==> src/rtl/ctrl_pkg.sv <==
// Shared encodings for the multicycle control unit: states, instruction
// types, function codes, ALU ops and PC source selects.
package ctrl_pkg;

    typedef enum logic [2:0] {
        ST_IF  = 3'd0,
        ST_ID  = 3'd1,
        ST_EX  = 3'd2,
        ST_MEM = 3'd3,
        ST_WB  = 3'd4,
        ST_ST  = 3'd5,
        ST_ERR = 3'd7
    } state_e;

    localparam logic [1:0] TYPE_R = 2'b00;
    localparam logic [1:0] TYPE_J = 2'b01;
    localparam logic [1:0] TYPE_I = 2'b10;
    localparam logic [1:0] TYPE_S = 2'b11;

    localparam int unsigned F_R_AND  = 0, F_R_ADD  = 1, F_R_SUB = 2, F_R_CMP = 3;
    localparam int unsigned F_I_ANDI = 0, F_I_ADDI = 1, F_I_LW  = 2, F_I_SW  = 3, F_I_BEQ = 4;
    localparam int unsigned F_J_J    = 0, F_J_JAL  = 1, F_J_RET = 2;
    localparam int unsigned F_S_SLL  = 0, F_S_SLR  = 1, F_S_SLLV = 2, F_S_SLRV = 3;

    typedef enum logic [3:0] {
        ALU_ADD = 4'd0,
        ALU_SUB = 4'd1,
        ALU_AND = 4'd2,
        ALU_OR  = 4'd3,
        ALU_XOR = 4'd4,
        ALU_SLL = 4'd5,
        ALU_SLR = 4'd6
    } alu_op_e;

    localparam logic [1:0] PC_STACK = 2'd0;
    localparam logic [1:0] PC_ADDER = 2'd1;
    localparam logic [1:0] PC_INC   = 2'd2;

    // Highest legal function code per instruction type.
    function automatic int unsigned func_limit(input logic [1:0] t);
        case (t)
            TYPE_R:  return F_R_CMP;
            TYPE_I:  return F_I_BEQ;
            TYPE_J:  return F_J_RET;
            default: return F_S_SLRV;
        endcase
    endfunction

    function automatic alu_op_e alu_of(input logic [1:0] t, input int unsigned f);
        alu_op_e op;
        op = ALU_ADD;
        case (t)
            TYPE_R: case (f)
                F_R_AND:          op = ALU_AND;
                F_R_ADD:          op = ALU_ADD;
                F_R_SUB, F_R_CMP: op = ALU_SUB;
                default:          op = ALU_ADD;
            endcase
            TYPE_I: case (f)
                F_I_ANDI:                 op = ALU_AND;
                F_I_ADDI, F_I_LW, F_I_SW: op = ALU_ADD;
                F_I_BEQ:                  op = ALU_SUB;
                default:                  op = ALU_ADD;
            endcase
            TYPE_S: case (f)
                F_S_SLL, F_S_SLLV: op = ALU_SLL;
                F_S_SLR, F_S_SLRV: op = ALU_SLR;
                default:           op = ALU_ADD;
            endcase
            default: op = ALU_ADD;
        endcase
        return op;
    endfunction

endpackage

==> src/rtl/ctrl_ret_stack_cnt.sv <==
// Return-address stack occupancy counter; flags pushes into a full stack
// and pops from an empty one, which leave the count unchanged.
module ctrl_ret_stack_cnt #(
    parameter int STACK_DEPTH = 8
) (
    input  logic                         clk,
    input  logic                         rst,
    input  logic                         push_i,
    input  logic                         pop_i,
    output logic [$clog2(STACK_DEPTH):0] count_o,
    output logic                         ovf_o,
    output logic                         unf_o
);
    localparam int SP_W = $clog2(STACK_DEPTH) + 1;

    logic [SP_W-1:0] count_q, count_d;

    assign ovf_o   = push_i && (count_q == SP_W'(STACK_DEPTH));
    assign unf_o   = pop_i && (count_q == '0);
    assign count_o = count_q;

    always_comb begin
        count_d = count_q;
        if (push_i && !ovf_o) begin
            count_d = count_q + SP_W'(1);
        end else if (pop_i && !unf_o) begin
            count_d = count_q - SP_W'(1);
        end
    end

    always_ff @(posedge clk or posedge rst) begin
        if (rst) begin
            count_q <= '0;
        end else begin
            count_q <= count_d;
        end
    end
endmodule

==> src/rtl/multicycle_ctrl_fsm.sv <==
// Multicycle control FSM for the R/I/J/S ISA with memory wait states.
// Optional CTRL_PERF_CNT_EN adds retired/stall performance counters.
module multicycle_ctrl_fsm
    import ctrl_pkg::*;
#(
    parameter int FUNC_W      = 5,
    parameter int ALUOP_W     = 4,
    parameter int STACK_DEPTH = 8
`ifdef CTRL_PERF_CNT_EN
    ,
    parameter int CNT_W       = 32
`endif
) (
    input  logic                         clk,
    input  logic                         rst,
    input  logic [1:0]                   inst_type,
    input  logic [FUNC_W-1:0]            inst_function,
    input  logic                         stop_bit,
    input  logic                         zero_flag,
    input  logic                         imem_ready,
    input  logic                         dmem_ready,
    output logic                         ir_load,
    output logic                         ex_src,
    output logic                         ex_sign,
    output logic                         rs2_src,
    output logic                         alu_src,
    output logic                         wb_data,
    output logic                         reg_wr,
    output logic                         mem_rd,
    output logic                         mem_wr,
    output logic                         pc_wr,
    output logic [1:0]                   pc_src,
    output logic                         pc_add_src1,
    output logic                         pc_add_src2,
    output logic                         st_rd,
    output logic                         st_wr,
    output logic [ALUOP_W-1:0]           alu_op,
    output logic [2:0]                   state,
    output logic [$clog2(STACK_DEPTH):0] sp_count,
    output logic                         err
`ifdef CTRL_PERF_CNT_EN
    ,
    output logic [CNT_W-1:0]             retired_cnt,
    output logic [CNT_W-1:0]             stall_cnt
`endif
);
    state_e      state_q, state_d;
    logic        err_q, err_d;
    int unsigned func_u;
    logic        legal, is_i, is_s, is_j, is_jmp, is_jal, is_cmp, is_beq, is_lw, is_sw;
    logic        complete, push_req, pop_req, ovf, unf;

    assign func_u = 32'(inst_function);
    assign legal  = func_u <= func_limit(inst_type);
    assign is_i   = inst_type == TYPE_I;
    assign is_s   = inst_type == TYPE_S;
    assign is_j   = inst_type == TYPE_J;
    assign is_jmp = is_j && func_u == F_J_J;
    assign is_jal = is_j && func_u == F_J_JAL;
    assign is_cmp = inst_type == TYPE_R && func_u == F_R_CMP;
    assign is_beq = is_i && func_u == F_I_BEQ;
    assign is_lw  = is_i && func_u == F_I_LW;
    assign is_sw  = is_i && func_u == F_I_SW;

    // Last cycle of a non-jump instruction; stop_bit then diverts to a pop.
    assign complete = (state_q == ST_EX && (is_cmp || is_beq)) ||
                      (state_q == ST_MEM && dmem_ready && is_sw) ||
                      (state_q == ST_WB);

    assign push_req = (state_q == ST_ST) && is_jal;
    assign pop_req  = (state_q == ST_ST) && !is_jal;

    ctrl_ret_stack_cnt #(.STACK_DEPTH(STACK_DEPTH)) u_stack_cnt (
        .clk     (clk),
        .rst     (rst),
        .push_i  (push_req),
        .pop_i   (pop_req),
        .count_o (sp_count),
        .ovf_o   (ovf),
        .unf_o   (unf)
    );

    always_ff @(posedge clk or posedge rst) begin
        if (rst) begin
            state_q <= ST_IF;
            err_q   <= 1'b0;
        end else begin
            state_q <= state_d;
            err_q   <= err_d;
        end
    end

    always_comb begin
        state_d = state_q;
        case (state_q)
            ST_IF:  if (imem_ready) state_d = ST_ID;
            ST_ID: begin
                if (!legal)      state_d = ST_ERR;
                else if (is_jmp) state_d = ST_IF;
                else if (is_j)   state_d = ST_ST;
                else             state_d = ST_EX;
            end
            ST_EX:  if (is_lw || is_sw) state_d = ST_MEM;
                    else                state_d = ST_WB;
            ST_MEM: if (dmem_ready) state_d = ST_WB;
            ST_WB:  state_d = ST_IF;
            ST_ST:  state_d = (ovf || unf) ? ST_ERR : ST_IF;
            default: state_d = ST_ERR;
        endcase
        if (complete) begin
            state_d = stop_bit ? ST_ST : ST_IF;
        end
    end

    assign err_d = err_q || (state_d == ST_ERR);
    assign err   = err_q;
    assign state = state_q;

    always_comb begin
        ir_load     = 1'b0;
        ex_src      = 1'b0;
        ex_sign     = 1'b0;
        rs2_src     = 1'b0;
        alu_src     = 1'b0;
        wb_data     = 1'b0;
        reg_wr      = 1'b0;
        mem_rd      = 1'b0;
        mem_wr      = 1'b0;
        pc_wr       = 1'b0;
        pc_src      = PC_INC;
        pc_add_src1 = 1'b0;
        pc_add_src2 = 1'b0;
        st_rd       = 1'b0;
        st_wr       = 1'b0;
        alu_op      = ALUOP_W'(ALU_ADD);
        if (state_q inside {ST_ID, ST_EX, ST_MEM, ST_WB}) begin
            ex_src  = is_i;
            ex_sign = is_i;
            alu_src = is_i || (is_s && func_u < 2);
            rs2_src = is_sw;
        end
        case (state_q)
            ST_IF: ir_load = imem_ready;
            ST_ID: if (legal && is_jmp) begin
                pc_wr  = 1'b1;
                pc_src = PC_ADDER;
            end
            ST_EX: begin
                alu_op = ALUOP_W'(alu_of(inst_type, func_u));
                if (is_beq && zero_flag) begin
                    pc_src      = PC_ADDER;
                    pc_add_src1 = 1'b1;
                    pc_add_src2 = 1'b1;
                end
            end
            ST_MEM: begin
                alu_op = ALUOP_W'(alu_of(inst_type, func_u));
                mem_rd = is_lw;
                mem_wr = is_sw;
            end
            ST_WB: begin
                alu_op  = ALUOP_W'(alu_of(inst_type, func_u));
                reg_wr  = 1'b1;
                wb_data = is_lw;
            end
            ST_ST: begin
                if (push_req && !ovf) begin
                    st_wr  = 1'b1;
                    pc_wr  = 1'b1;
                    pc_src = PC_ADDER;
                end else if (pop_req && !unf) begin
                    st_rd  = 1'b1;
                    pc_wr  = 1'b1;
                    pc_src = PC_STACK;
                end
            end
            default: ;
        endcase
        if (complete && !stop_bit) begin
            pc_wr = 1'b1;
        end
    end

`ifdef CTRL_PERF_CNT_EN
    logic [CNT_W-1:0] retired_q, stall_q;
    logic             retire, stall;

    // An instruction retires when control returns to IF from anywhere but ERR.
    assign retire = state_q != ST_IF && state_q != ST_ERR && state_d == ST_IF;
    assign stall  = (state_q == ST_IF && !imem_ready) || (state_q == ST_MEM && !dmem_ready);

    always_ff @(posedge clk or posedge rst) begin
        if (rst) begin
            retired_q <= '0;
            stall_q   <= '0;
        end else begin
            if (retire) retired_q <= retired_q + CNT_W'(1);
            if (stall)  stall_q   <= stall_q + CNT_W'(1);
        end
    end

    assign retired_cnt = retired_q;
    assign stall_cnt   = stall_q;
`endif
endmodule

==> config.mk <==
export PLATFORM = sky130hd
export DESIGN_NAME = multicycle_ctrl_fsm
export DESIGN_NICKNAME = d
export VERILOG_FILES = /design/src/rtl/ctrl_pkg.sv /design/src/rtl/ctrl_ret_stack_cnt.sv /design/src/rtl/multicycle_ctrl_fsm.sv
export SDC_FILE = /design/constraint.sdc
export NUM_CORES = 1
export LEC_CHECK = 0
export BUFFER_PORTS_ARGS = -buffer_cell sky130_fd_sc_hd__buf_4
export CAP_MARGIN = 0
export CORE_ASPECT_RATIO = 1.75
export CORE_MARGIN = 3
export CORE_UTILIZATION = 30
export CTS_BUF_LIST = sky130_fd_sc_hd__clkbuf_4 sky130_fd_sc_hd__clkbuf_8
export DETAILED_ROUTE_END_ITERATION = 16
export PLACE_DENSITY = 0.61
export SLEW_MARGIN = 20
export SYNTH_ARGS = -nofsm -noshare
export SYNTH_HDL_FRONTEND = slang
export SYNTH_SLANG_ARGS = --single-unit
export TNS_END_PERCENT = 10
==> constraint.sdc <==
create_clock -name clk -period 4.55 [get_ports clk]
set_input_delay 0.455 -clock clk [delete_from_list [all_inputs] [get_ports clk]]
set_output_delay 0.455 -clock clk [all_outputs]
set_load 0.03 [all_outputs]
Word-level counts from Yosys, hierarchy flattened
Index checks and enable logic that the tools add are counted.

storage, ports and cells
  logic and storage cells = 103
  input port bits = 13
  output and inout bits = 28
  register bits = 8

operators by class
  multiplexer cells = 42
  eq/ne operators = 14
  add/sub/neg operators = 2
  reductions and logical operators = 40
  magnitude comparators = 2

operators by type and width
  cell                 count
  $le 5x32->1          1
  $logic_not 32->1     1
  $mux 3               10
  $logic_and 1x1->1    19
  $mux 1               18
  $pmux 3 s6           1
  $pmux 3 s2           2
  $eq 5x2->1 const B   2
  $eq 3x3->1 const B   3
  $pmux 3 s3           1
  $mux 2               4
  $mux 4               2
  $pmux 2 s2           2
  $logic_or 1x1->1     7
  $eq 3x2->1 const B   2
  $pmux 2 s3           1
  $reduce_or 2->1      3
  $eq 5x1->1 const B   1
  $eq 5x3->1 const B   1
  $lt 5x2->1 const B   1
  $add 4x1->4 const B  1
  $eq 2x2->1 const B   2
  $eq 4x4->1 const B   1
  $logic_not 1->1      4
  10 further kinds     10

Depth between registers and ports, before layout
  word-level depth = 11
  mapped depth = 11
  depth with buffers taken out = 11

Cells and area by module
A second synthesis with hierarchy kept.

unflattened totals
  cells, all modules = 134
  area, all modules = 1041.0 sq um

by module, submodules not included
  module               seq. area each (sq um)  times used  area an instance (sq um)  cells an instance
  multicycle_ctrl_fsm  100.1                   1           740.7                     101
  ctrl_ret_stack_cnt   100.1                   1           300.3                     33

Worst setup path before layout
Ideal clock, no wire load.

  path type = in2out
  start = input port inst_function[3]
  end = output port pc_wr
  setup slack = 1.700 ns
  arrival time = 2.395 ns
  required time = 4.095 ns
  buffers on the path = 1
  stages on the path = 6
  cell sequence = or3_1 > buf_6 > nor4_2 > a211o_1 > nor2b_1 > or3_1

between the ends
  word-level cells in the longest chain between the ends = 11
  elaborated cells on any way between the ends = 31
  those cells by class = 1 x order compare; 3 x eq/ne; 5 x mux; 22 x reduce/logical

RTL lines
  what                                                  RTL line                    RTL
  start: declaration                                    multicycle_ctrl_fsm.sv:17   input logic [FUNC_W-1:0] inst_function,
  branches (longest 10 deep; another with $le 5x32->1)  -
  $mux 1 *                                              multicycle_ctrl_fsm.sv:179  if (complete && !stop_bit) begin
  end: declaration                                      multicycle_ctrl_fsm.sv:31   output logic pc_wr,

Mark *: on every way between the ends.

Worst setup path in the final report
  start = input port inst_type[0]
  end = output port pc_wr

between the ends
  word-level cells in the longest chain between the ends = 11
  elaborated cells on any way between the ends = 31
  those cells by class = 1 x order compare; 2 x eq/ne; 6 x mux; 22 x reduce/logical

RTL lines
  what                                                  RTL line                    RTL
  start: declaration                                    multicycle_ctrl_fsm.sv:16   input logic [1:0] inst_type,
  branches (longest 10 deep; another with $le 5x32->1)  -
  $mux 1 *                                              multicycle_ctrl_fsm.sv:179

Marks and branches as above.

==> tab_implementation.tex <==
\begin{tabular}{lr}
\hline
Metric & Value \\
\hline
\multicolumn{2}{l}{\textbf{Timing}} \\
\quad Clock skew after layout & 0.6615 ps \\
\quad Total Negative Setup Slacks & 0 ps \\
\quad Final worst path period share & 0.6402 \\
\quad Clock period minus final worst setup slack & between 2000 and 3000 ps \\
\quad Max-slew violation count & 0 \\
\quad Number of hold violations in the final report & 0 \\
\quad RSZ-0062 raised after global routing & no \\
\quad Final count of negative-setup-slack endpoints & 0 \\
\quad Max frequency & between 300 and 400 MHz \\
\multicolumn{2}{l}{\textbf{Finish}} \\
\quad Antenna diode instance count & 0 \\
\quad Number of fill cells in the layout & around 360 \\
\quad Number of nets at the end of the flow & 187 \\
\quad Share of post-route cells with drive strength above 1 & 0.3025 \\
\quad Layout-stage area growth over the synthesis result & 32.47\% \\
\multicolumn{2}{l}{\textbf{Drt}} \\
\quad Routed via count & 1028 \\
\quad Met3 wire len & roughly 150 um \\
\quad Final wirelength & 2663 um \\
\quad Met1 layer wirelength in the final routing & 999 um \\
\quad Post-route ant nets & 0 \\
\quad Drt pass-1 iters & 4 \\
\quad Post-detailed-route wirelength per cell & roughly 13 um \\
\quad Uppermost layer routed & met4 \\
\quad Vias per inst & approximately 5 \\
\quad Final routed DRC violation total & 0 \\
\quad Met2 routed wirelength & 1494 um \\
\quad Number of DRC markers after the initial detailed-route iteration & 14 \\
\multicolumn{2}{l}{\textbf{Setup path}} \\
\quad Crit end category & output pin \\
\quad Cells along the critical path & buf\_4 -> inv\_1 -> ha\_1 -> or4bb\_1 -> a2111oi\_0 -> a211o\_1 -> nor2b\_1 -> or3\_1 -> buf\_4 \\
\quad Flop-to-flop setup slack & around 2100 ps \\
\quad Delay of the slowest cell on the worst path & approximately 420 ps \\
\quad Worst setup path category & input pin to output pin \\
\quad WP buf/inv & 3 \\
\quad Arrival @ worst endpoint & about 2500 ps \\
\quad Startpoint of the most critical setup path & inst\_type[0] \\
\quad Highest net fanout along the worst path & 8 \\
\quad Crit path top cell by count & buf\_4 \\
\quad Critical path required time & 4090 ps \\
\quad Cell at the slowest stage of the critical path & or4bb\_1 \\
\quad Critical Path Source Type & input pin \\
\quad Source of the worst register-to-register timing path & u\_stack\_cnt.count\_o[0] \\
\quad Cell family contributing the most delay on the critical path & simple AND/OR/NAND/NOR gates \\
\multicolumn{2}{l}{\textbf{Synthesis}} \\
\quad Netlist cell types & 44 \\
\quad Nets in the synthesized netlist & 150 \\
\quad Sequential-to-total area share from yosys stat & 0.1983 \\
\quad Post-synth EDFFs & 0 \\
\quad Post-Syn Area per Cell & 7.951 um2 \\
\quad Warnings from Yosys & 0 \\
\quad Post-Synthesis Cells & 127 \\
\quad Post-synthesis instance area & 1010 um2 \\
\quad Asr flop ratio synth & 1.000 \\
\quad Number of flip-flops and latches in the synthesized netlist & 8 \\
\quad Most frequently used flop master after synthesis & dfrtp\_1 \\
\multicolumn{2}{l}{\textbf{Power}} \\
\quad Switching Fraction & 0.5150 \\
\quad Worst-case vdd ir drop & 0.1894 mV \\
\quad Net switching power of the design & around 0.38 mW \\
\quad Power per standard cell area & 552.7 nW/um2 \\
\quad Power share of the clock group & 0.111 \\
\quad Logic gate share of total power & 0.660 \\
\quad Static Leakage & 0.6533 nW \\
\quad Internal cell power & 0.3585 mW \\
\quad Total Power & 0.7392 mW \\
\quad Part of the total power dissipated in sequential elements & 0.229 \\
\multicolumn{2}{l}{\textbf{Die}} \\
\quad Area enclosed by the die boundary & 4125 um2 \\
\quad Number of top-level pins & between 40 and 50 \\
\quad Cell row count & 27 \\
\quad Horizontal die dimension & 49.86 um \\
\quad Chip Height & 82.75 um \\
\quad Initial Utilization & 0.3180 \\
\quad Total core area & 3176 um2 \\
\multicolumn{2}{l}{\textbf{Clock network}} \\
\quad Num CTS Buffers & 3 \\
\quad Num Clock Sinks & 8 \\
\quad Setup repair bufs after CTS & 0 \\
\quad Clock latency reported for the late side of the worst-skew pair & 220 ps \\
\quad TritonCTS clock tree & done \\
\quad Clk buf depth & 2 \\
\quad \# H-tree levels & 1 \\
\quad Root buffer cell & clkbuf\_8 \\
\quad Post-cts gate resize count & 0 \\
\quad Post-CTS Hold Buffers & 0 \\
\quad Clock-pin transition on the worst setup and hold timing paths & about 40 ps \\
\multicolumn{2}{l}{\textbf{Placement}} \\
\quad Number of port buffers & 39 \\
\quad Half-perimeter wire length of the detailed placement result & 2278 um \\
\quad Global placement routability congestion & 0.8503 \\
\multicolumn{2}{l}{\textbf{Status}} \\
\quad Status & finished clean \\
\multicolumn{2}{l}{\textbf{GRT}} \\
\quad Total congestion overflow after global routing & 0 \\
\quad Number of global-route vias before repair & 1013 \\
\quad Antenna violations before repair & 0 \\
\quad Overall global routing resource usage & 0.1362 \\
\quad Maximum number of pins on one net before global-route repair & 14 \\
\quad First-pass GRT wire length & 4409 um \\
\multicolumn{2}{l}{\textbf{Flow run}} \\
\quad \# Max-Cap Violations & 0 \\
\multicolumn{2}{l}{\textbf{Worst hold path}} \\
\quad Hold WC Path Type & input pin to async pin \\
\hline
\end{tabular}
area by class of cell:
class                           count  area, um2  share of cell area
Timing Repair Buffer               39      292.8              0.2189
Tap cell                           43      53.80             0.04022
Clock buffer                        3      41.29             0.03087
Multi-Input combinational cell     97      693.2              0.5182
Sequential cell                     8      200.2              0.1497
Inverter                           15      56.30             0.04210
cells in the final DEF (no fill, tap or decap), drive strengths merged:
master and count:
buf 39, inv 15, nand2 12, nor3 9, ha 9, dfrtp 8, a21oi 7, nor2 7
a31oi 5, nand3 4, nor4 4, and2 3, xnor2 3, nand2b 3, clkbuf 3, or3 2
nand3b 2, a21o 2, o21ai 2, nor2b 2, o21a 2, o31ai 2, mux2i 1, or4 1
xor2 1, or2 1, and3b 1, nand4 1, nor3b 1, o22ai 1, mux2 1, or4bb 1
nand4b 1, a2111oi 1, a211o 1, o311ai 1, and3 1, fa 1, conb 1
power groups by stage:
stage	logic [mW]	registers, mW	clock network (mW)
floorplan	0.306	0.208	0
global placement	0.484	0.169	0
detailed placement	0.492	0.170	0
CTS	0.494	0.169	0.0831
global route	0.529	0.178	0.0866
finish	0.488	0.169	0.0819
sequential cells by signal, summed over array words and instances, names as in the netlist:
signal               flops
err                      1
state                    3
u_stack_cnt.count_o      4
cells in the mapped netlist (all sizes together), types with 3 or more instances:
cell,instances,area share
nand2,12,0.045
nand2b,3,0.019
ha,9,0.11
buf,7,0.059
nor4,4,0.031
inv,15,0.056
and2,3,0.019
dfrtp,8,0.20
a31oi,5,0.052
xnor2,3,0.026
nor3,9,0.045
nor2,7,0.026
a21oi,7,0.035
nand3,4,0.020
layer usage:
metal  up-vias  GRT usage
li1        513          -
met5         -          0
met2        30     0.2851
met1       483     0.1291
met4         0    0.03324
met3         2    0.03052
logic make-up after synthesis:
family,count (synthesis),share of synthesized area
buf+inv,22,0.1152
mux,2,0.02107
fa+ha+maj,10,0.1314
xor+xnor,4,0.03470
other cells,1,0.003714
flops,8,0.1983
compound gates,24,0.1871
simple gates,56,0.3086
per-stage QoR:
| stage | cell area (um2) | util | cells | setup slack (ps) | hold WS (ps) |
|---|---|---|---|---|---|
| 6_report | 1338 | 0.4212 | 205 | 1637 | 180.2 |
| 5_1_grt | 1338 | 0.4212 | 205 | 1454 | 210.5 |
| 4_1_cts | 1338 | 0.4212 | 205 | 1633 | 190.3 |
| 3_5_place_dp | 1296 | 0.4082 | 202 | 1648 | 424.6 |
| 3_3_place_gp | 1296 | 0.4082 | 202 | 1705 | 433.0 |
| 2_1_floorplan | 1010 | - | 127 | 1700 | 270.7 |
path summary, 6_finish.rpt:
kind                                           to  depth (start not counted)
hold reg to reg                               err                          2
max in group asynchronous  u_stack_cnt.count_o[1]                          2
setup reg to reg           u_stack_cnt.count_o[3]                          9
setup / recovery                            pc_wr                          9
hold / removal                           state[2]                          2
min in group clk                              err                          2
No activity file was read; power rests on OpenSTA's default activity.
